### src/rtl/alu_operand_stage.sv
// ID->EX operand stage: registers decoded instruction fields, decodes ALU control,
// and forwards MEM/WB results onto the ALU operands and store data.
package alu_operand_stage_pkg;
    localparam int unsigned ALU_CTRL_W = 3;

    localparam logic [ALU_CTRL_W-1:0] ALU_AND = 3'd0;
    localparam logic [ALU_CTRL_W-1:0] ALU_OR  = 3'd1;
    localparam logic [ALU_CTRL_W-1:0] ALU_ADD = 3'd2;
    localparam logic [ALU_CTRL_W-1:0] ALU_OFF = 3'd3;
    localparam logic [ALU_CTRL_W-1:0] ALU_SUB = 3'd6;
    localparam logic [ALU_CTRL_W-1:0] ALU_SLT = 3'd7;
endpackage

module alu_operand_stage
    import alu_operand_stage_pkg::*;
(
    input  logic        clk,
    input  logic        rst_n,
    input  logic        stall,
    input  logic        flush,
    input  logic        id_valid,
    input  logic [31:0] id_rs_data,
    input  logic [31:0] id_rt_data,
    input  logic [31:0] id_imm,
    input  logic [4:0]  id_rs,
    input  logic [4:0]  id_rt,
    input  logic [4:0]  id_rd,
    input  logic [1:0]  id_alu_op,
    input  logic [5:0]  id_funct,
    input  logic        id_alu_src,
    input  logic        id_reg_dst,
    input  logic        id_reg_write,
    input  logic        mem_reg_write,
    input  logic        wb_reg_write,
    input  logic [4:0]  mem_rd,
    input  logic [4:0]  wb_rd,
    input  logic [31:0] mem_result,
    input  logic [31:0] wb_result,
    output logic [31:0] a,
    output logic [31:0] b,
    output logic [2:0]  alu_ctrl,
    output logic        ex_valid,
    output logic        ex_reg_write,
    output logic [4:0]  ex_wr_reg,
    output logic [31:0] ex_store_data
);

    localparam int unsigned DATA_W = 32;
    localparam int unsigned REG_W  = 5;

    logic [DATA_W-1:0]     rs_data_q, rt_data_q, imm_q;
    logic [REG_W-1:0]      rs_q, rt_q, wr_reg_q;
    logic                  alu_src_q, reg_write_q, valid_q;
    logic [ALU_CTRL_W-1:0] alu_ctrl_q;
    logic [ALU_CTRL_W-1:0] dec_ctrl;
    logic [DATA_W-1:0]     fwd_rs, fwd_rt;

    // ALU control decode from the main-decoder class and R-type funct
    always_comb begin
        dec_ctrl = ALU_OFF;
        case (id_alu_op)
            2'b00: dec_ctrl = ALU_ADD;
            2'b01: dec_ctrl = ALU_SUB;
            2'b10: begin
                case (id_funct)
                    6'b100000: dec_ctrl = ALU_ADD;
                    6'b100010: dec_ctrl = ALU_SUB;
                    6'b100100: dec_ctrl = ALU_AND;
                    6'b100101: dec_ctrl = ALU_OR;
                    6'b101010: dec_ctrl = ALU_SLT;
                    default:   dec_ctrl = ALU_OFF;
                endcase
            end
            default: dec_ctrl = ALU_OFF;
        endcase
    end

    // Stage registers: flush beats stall beats capture
    always_ff @(posedge clk or negedge rst_n) begin
        if (!rst_n) begin
            rs_data_q   <= '0;
            rt_data_q   <= '0;
            imm_q       <= '0;
            rs_q        <= '0;
            rt_q        <= '0;
            wr_reg_q    <= '0;
            alu_src_q   <= 1'b0;
            reg_write_q <= 1'b0;
            valid_q     <= 1'b0;
            alu_ctrl_q  <= ALU_OFF;
        end else if (flush) begin
            valid_q     <= 1'b0;
            reg_write_q <= 1'b0;
            alu_ctrl_q  <= ALU_OFF;
        end else if (!stall) begin
            rs_data_q   <= id_rs_data;
            rt_data_q   <= id_rt_data;
            imm_q       <= id_imm;
            rs_q        <= id_rs;
            rt_q        <= id_rt;
            wr_reg_q    <= id_reg_dst ? id_rd : id_rt;
            alu_src_q   <= id_alu_src;
            reg_write_q <= id_reg_write & id_valid;
            valid_q     <= id_valid;
            alu_ctrl_q  <= dec_ctrl;
        end
    end

    // Forwarding: MEM over WB, register 0 never forwarded
    always_comb begin
        fwd_rs = rs_data_q;
        if (mem_reg_write && (mem_rd != '0) && (mem_rd == rs_q)) begin
            fwd_rs = mem_result;
        end else if (wb_reg_write && (wb_rd != '0) && (wb_rd == rs_q)) begin
            fwd_rs = wb_result;
        end
        fwd_rt = rt_data_q;
        if (mem_reg_write && (mem_rd != '0) && (mem_rd == rt_q)) begin
            fwd_rt = mem_result;
        end else if (wb_reg_write && (wb_rd != '0) && (wb_rd == rt_q)) begin
            fwd_rt = wb_result;
        end
    end

    // Operand outputs, quiet while the stage holds a bubble
    always_comb begin
        a             = valid_q ? fwd_rs : '0;
        b             = valid_q ? (alu_src_q ? imm_q : fwd_rt) : '0;
        alu_ctrl      = valid_q ? alu_ctrl_q : ALU_OFF;
        ex_valid      = valid_q;
        ex_reg_write  = valid_q & reg_write_q;
        ex_wr_reg     = wr_reg_q;
        ex_store_data = fwd_rt;
    end

endmodule

### config.mk
export PLATFORM = sky130hd
export DESIGN_NAME = alu_operand_stage
export DESIGN_NICKNAME = d
export VERILOG_FILES = /design/src/rtl/alu_operand_stage.sv
export SDC_FILE = /design/constraint.sdc
export NUM_CORES = 1
export LEC_CHECK = 0
export ABC_AREA = 1
export BUFFER_PORTS_ARGS = -buffer_cell sky130_fd_sc_hd__buf_2
export CAP_MARGIN = 10
export CORE_UTILIZATION = 53
export CTS_CLUSTER_DIAMETER = 200
export DETAILED_ROUTE_END_ITERATION = 7
export HOLD_SLACK_MARGIN = 0.05
export PLACE_DENSITY = 0.95
export REMOVE_ABC_BUFFERS = 1
export SLEW_MARGIN = 20
export SYNTH_ARGS = -nofsm -noshare
export SYNTH_HDL_FRONTEND = slang
export SYNTH_SLANG_ARGS = --single-unit
### constraint.sdc
create_clock -name clk -period 3.9 [get_ports clk]
set_input_delay 0.195 -clock clk [delete_from_list [all_inputs] [get_ports clk]]
set_output_delay 0.195 -clock clk [all_outputs]
set_load 0.02 [all_outputs]
# Word level (Yosys, flattened, before mapping)
# Index checks and enable logic that the tools add are counted.
[word_totals]
register_bits = 117
input_bits = 203
out_inout_bits = 106
[classes]
eq_ne = 12
mux = 17
bitwise = 4
n_reduce_logical = 10
[ops]
columns = ["op", "n"]
rows = [
  ["two-way mux 32 bit", 7],
  ["== test 6 bit, second input constant", 5],
  ["== test 5 bit", 4],
  ["case mux 3 bit (5 select lines)", 1],
  ["nonzero test 5 bit", 2],
  ["two-way mux 3 bit", 3],
  ["case mux 3 bit (3 select lines)", 1],
  ["logical AND 1 bit", 6],
  ["two-way mux 5 bit", 1],
  ["two-way mux 1 bit", 4],
  ["AND 1 bit", 2],
  ["== test 2 x 1 -> 1 bit, second input constant", 1],
  ["== test 2 bit, second input constant", 1],
  ["zero test 2 bit", 1],
  ["inequality test 2 x 1 -> 1 bit, second input constant", 1],
  ["NOT 1 bit", 2],
  ["AND reduction 2 bit", 1],
]

# Depth between registers and ports, before layout
[logic_depth]
depth_word = 7
depth_mapped = 12

# Least setup slack after synthesis
# OpenSTA, ideal clock, no wires.
[synth_timing]
path_kind = "flip-flop to output port"
start = "register rt_q[3]"
end = "output port b[10]"
arrival_ns = 1.426
path_slack_ns = 2.279
path_stages_with_launch = 13
cell_sequence = "dfrtp_1 inv_1 nand2_1 nand2_1 nand3_1 nor2_4 nand2_1 buf_2 nand2_1 nand3_1 nand3_1 nand2_1 inv_1"
[synth_between]
elab_chain_len = 6
elab_cells_between_ends = 8
cone_classes = "eq/ne (2); mux (4); reduce/logical (2)"
[synth_rtl]
columns = ["item", "line", "source"]
rows = [
  ["start: declaration", "52", "logic [REG_W-1:0] rs_q, rt_q, wr_reg_q;"],
  ["start signal: assignment", "100", "rt_q <= id_rt;"],
  ["== test 5 bit", "120", "end else if (wb_reg_write && (wb_rd != '0) && (wb_rd == rt_q)) begin"],
  ["logical AND 1 bit", "120", ""],
  ["two-way mux 32 bit", "120", ""],
  ["two-way mux 32 bit (*)", "118", "if (mem_reg_write && (mem_rd != '0) && (mem_rd == rt_q)) begin"],
  ["two-way mux 32 bit (*) (2 in a row)", "128", "b = valid_q ? (alu_src_q ? imm_q : fwd_rt) : '0;"],
  ["end: declaration", "40", "output logic [31:0] b,"],
]
# Mark *: on every way between the ends. The rest lies on a longest branch, timed or not.

# Final worst setup path
[layout_timing]
start = "register rt_q[0]"
end = "output port b[28]"
# Same word-level chain as after synthesis.

==> results.cfg <==
[sta]
setup_viol = 0
tightest_slew_ps = 1000
setup_ws_ps = 580
finalHoldViolCount = 0
max_freq_ghz = 0.301
fin_tns_setup_ps = 0
fin_crit_sh_pct = 85.1
finClkSkew_ps = 0
slew_headroom_pct = 33.2
holdWs_ps = 63.2
finalCriticalPeriod_ps = 3320
grt_setup_unrepaired = false
slew_violations = 0

[final_layout]
stdcell_count = 1746
areaGrowthSynthToFinish_pct = 44.0
drive_above_1_share_pct = 23.8
postLayoutCellArea_um2 = 10900
reg_top3 = imm_q x32, rs_data_q x32, rt_data_q x32
fillers = 846
final_nets = 1752
mostFrequentLayoutCells = 368 x nand2_1, 307 x buf_2, 216 x inv_1, 196 x nand3_1, 116 x o21ai_0
layout_commonest_cell = nand2_1

[synthesis]
synth_area_um2 = 7590
ys.warnings.count = 0
synth_area_per_cell_um2 = 6.51
ys_ff_latch = 117
synth_cell_type_count = 30
synth-seq-area-share_pct = 38.6
syn_inst = 1166

[outcome]
status = finished, final reports clean

[clocking]
cts_buffer_depth = 2
clkLatencyLatePin_ps = 420
cts_max_level = 4
tritoncts = built
numCtsBuffers = 17
cts_root_buf = clkbuf_16
clkTransAtPathRegs_ps = 60
clock_sinks = 117

[global_route]
grt_pass1_vias = 10189
antenna_found_initial = 2
grt_max_degree = 89
grt_use_total_pct = 43.2
grt.overflow.total = 0
grt_pass1_wl_mm = 48.8

[critical_path]
cp-end-kind = primary output
required_ps = 3700
worstSetupPathType = reg2out
critPathMaxFanout = 17
start_kind = flop
crit_chain = xnor2_1 -> nand2_1 -> nor2_1 -> nand3b_1 -> buf_4 -> nand3_1 -> nand3_1 -> nand2_1 -> inv_1 -> buf_2
slowest_delay_ps = 630
worstPathArrival_ps = 3120
cp-startpoint = rt_q[0]
cp_slowest_cell = nand3b_1
r2r-start = ex_valid

[min_path]
min_from = id_rd[2]
hold_path_class = in2reg

[floorplan]
row_count = 43
io_pins = 309
die_h_um = 122
core_um2 = 13900
initial_utilization_pct = 54.4
dieArea_um2 = 14800
dieWidth_um = 122

[placement]
dp.cells = 1599
placed_area_um2 = 9130
dp_hpwl_mm = 17.3
io_buffer_count = 308
gp_congestion = 0.910
post-place-ws_ps = 1280

[power]
power.density_nw_per_um2 = 408
p_leak_nw = 6.72
ir_worst_vdd_v = 0.000315

[drt]
drt-total-wl_mm = 32.2
drtIter0Drc = 1553
num_vias = 10324
drcViolationCount = 0
first_pass_iters = 7
drt.antenna.violating_nets = 0
via_per_inst = 5.91
wl_per_cell_um = 18.5

[job]
maxCapViolCount = 0
==> per-layer routing <==
layer / global-route usage (%) / part of all wire, % / vias to the layer above
met5: 0 / 0 / -
met4: 37.3 / 8.3 / 0
met3: 14.3 / 13 / 337
met2: 67.6 / 46 / 1072
met1: 47.1 / 33 / 4537
li1: - / - / 4378
==> logic make-up (layout without fill, tap and decap cells) <==
logic type / count (synthesis) / after routing / share of synthesized area [%]
and+or+nand+nor: 590 / 590 / 33.3
buffers and inverters: 289 / 685 / 15.8
AOI/OAI and AO/OA: 156 / 156 / 10.6
DFF: 117 / 117 / 38.6
xor gates and xnor gates: 14 / 14 / 1.62
other: 0 / 4 / 0
==> critical path: cells and delay by family (launching register included) <==
family / cells / cell delay, ps
buffers and inverters: 3 / 680
DFF: 1 / 430
and+or+nand+nor: 6 / 1320
xor gates and xnor gates: 1 / 270
==> synth_stat cells (all sizes together) <==
library cell / number / area share (%)
nand2: 371 / 19
dfstp: 2 / 0.69
a21oi: 35 / 2.4
inv: 218 / 11
xor2: 8 / 0.92
nand3: 197 / 13
nand3b: 1 / 0.099
nor3: 3 / 0.48
a31oi: 1 / 0.083
nand4: 2 / 0.16
o21ai: 116 / 7.7
o2111ai: 1 / 0.12
xnor2: 6 / 0.69
buf: 41 / 3.1
o41ai: 1 / 0.12
clkbuf: 30 / 1.9
dfrtp: 115 / 38
nor2: 16 / 0.92
a32o: 2 / 0.26
==> final timing paths <==
kind / end / slack [ps] / cells past startpoint
worst max register to register: ex_valid / 2230 / 3
worst max-delay path: b[28] / 580 / 10
worst min-delay path: ex_wr_reg[2] / 60 / 3
worst min register to register: rs_data_q[30] / 470 / 2
max in group asynchronous: rt_data_q[24] / 2460 / 3
min in group asynchronous: rs_data_q[9] / 520 / 2
==> stage by stage <==
stage,power (mW),utilization (%)
after floorplan,2.06,-
after global placement,2.46,65.5
after detailed placement,2.50,65.5
after CTS,4.34,78.3
after global routing,4.61,78.4
final,4.45,78.4
==> layout make-up <==
class / instances / area (um2) / area share (%)
tap: 180 / 225 / 2.06
timing repair buffer: 435 / 2780 / 25.4
clock inverter: 9 / 170 / 1.56
antenna: 4 / 10.0 / 0.0916
inverter: 218 / 818 / 7.49
clock buffer: 23 / 498 / 4.56
sequential: 117 / 2930 / 26.8
multi-input combinational: 760 / 3500 / 32.0
==> report_power, final <==
part | leakage (nW) | total, mW | internal (mW) | switching [mW]
clock | 0.333 | 1.78 | 1.22 | 0.567
combinational | 4.94 | 1.22 | 0.420 | 0.804
sequential | 1.44 | 1.45 | 1.37 | 0.0786
total | 6.72 | 4.45 | 3.00 | 1.45
==> timing repair <==
item                                    in CTS  in global routing
endpoints found under the hold margin      181                  0
hold buffers                               111                  0
resized for setup                            0                  0
buffers inserted                             0                  0
endpoints found under the setup margin       0                  0
Note: power is estimated with default switching activity, not from simulation.
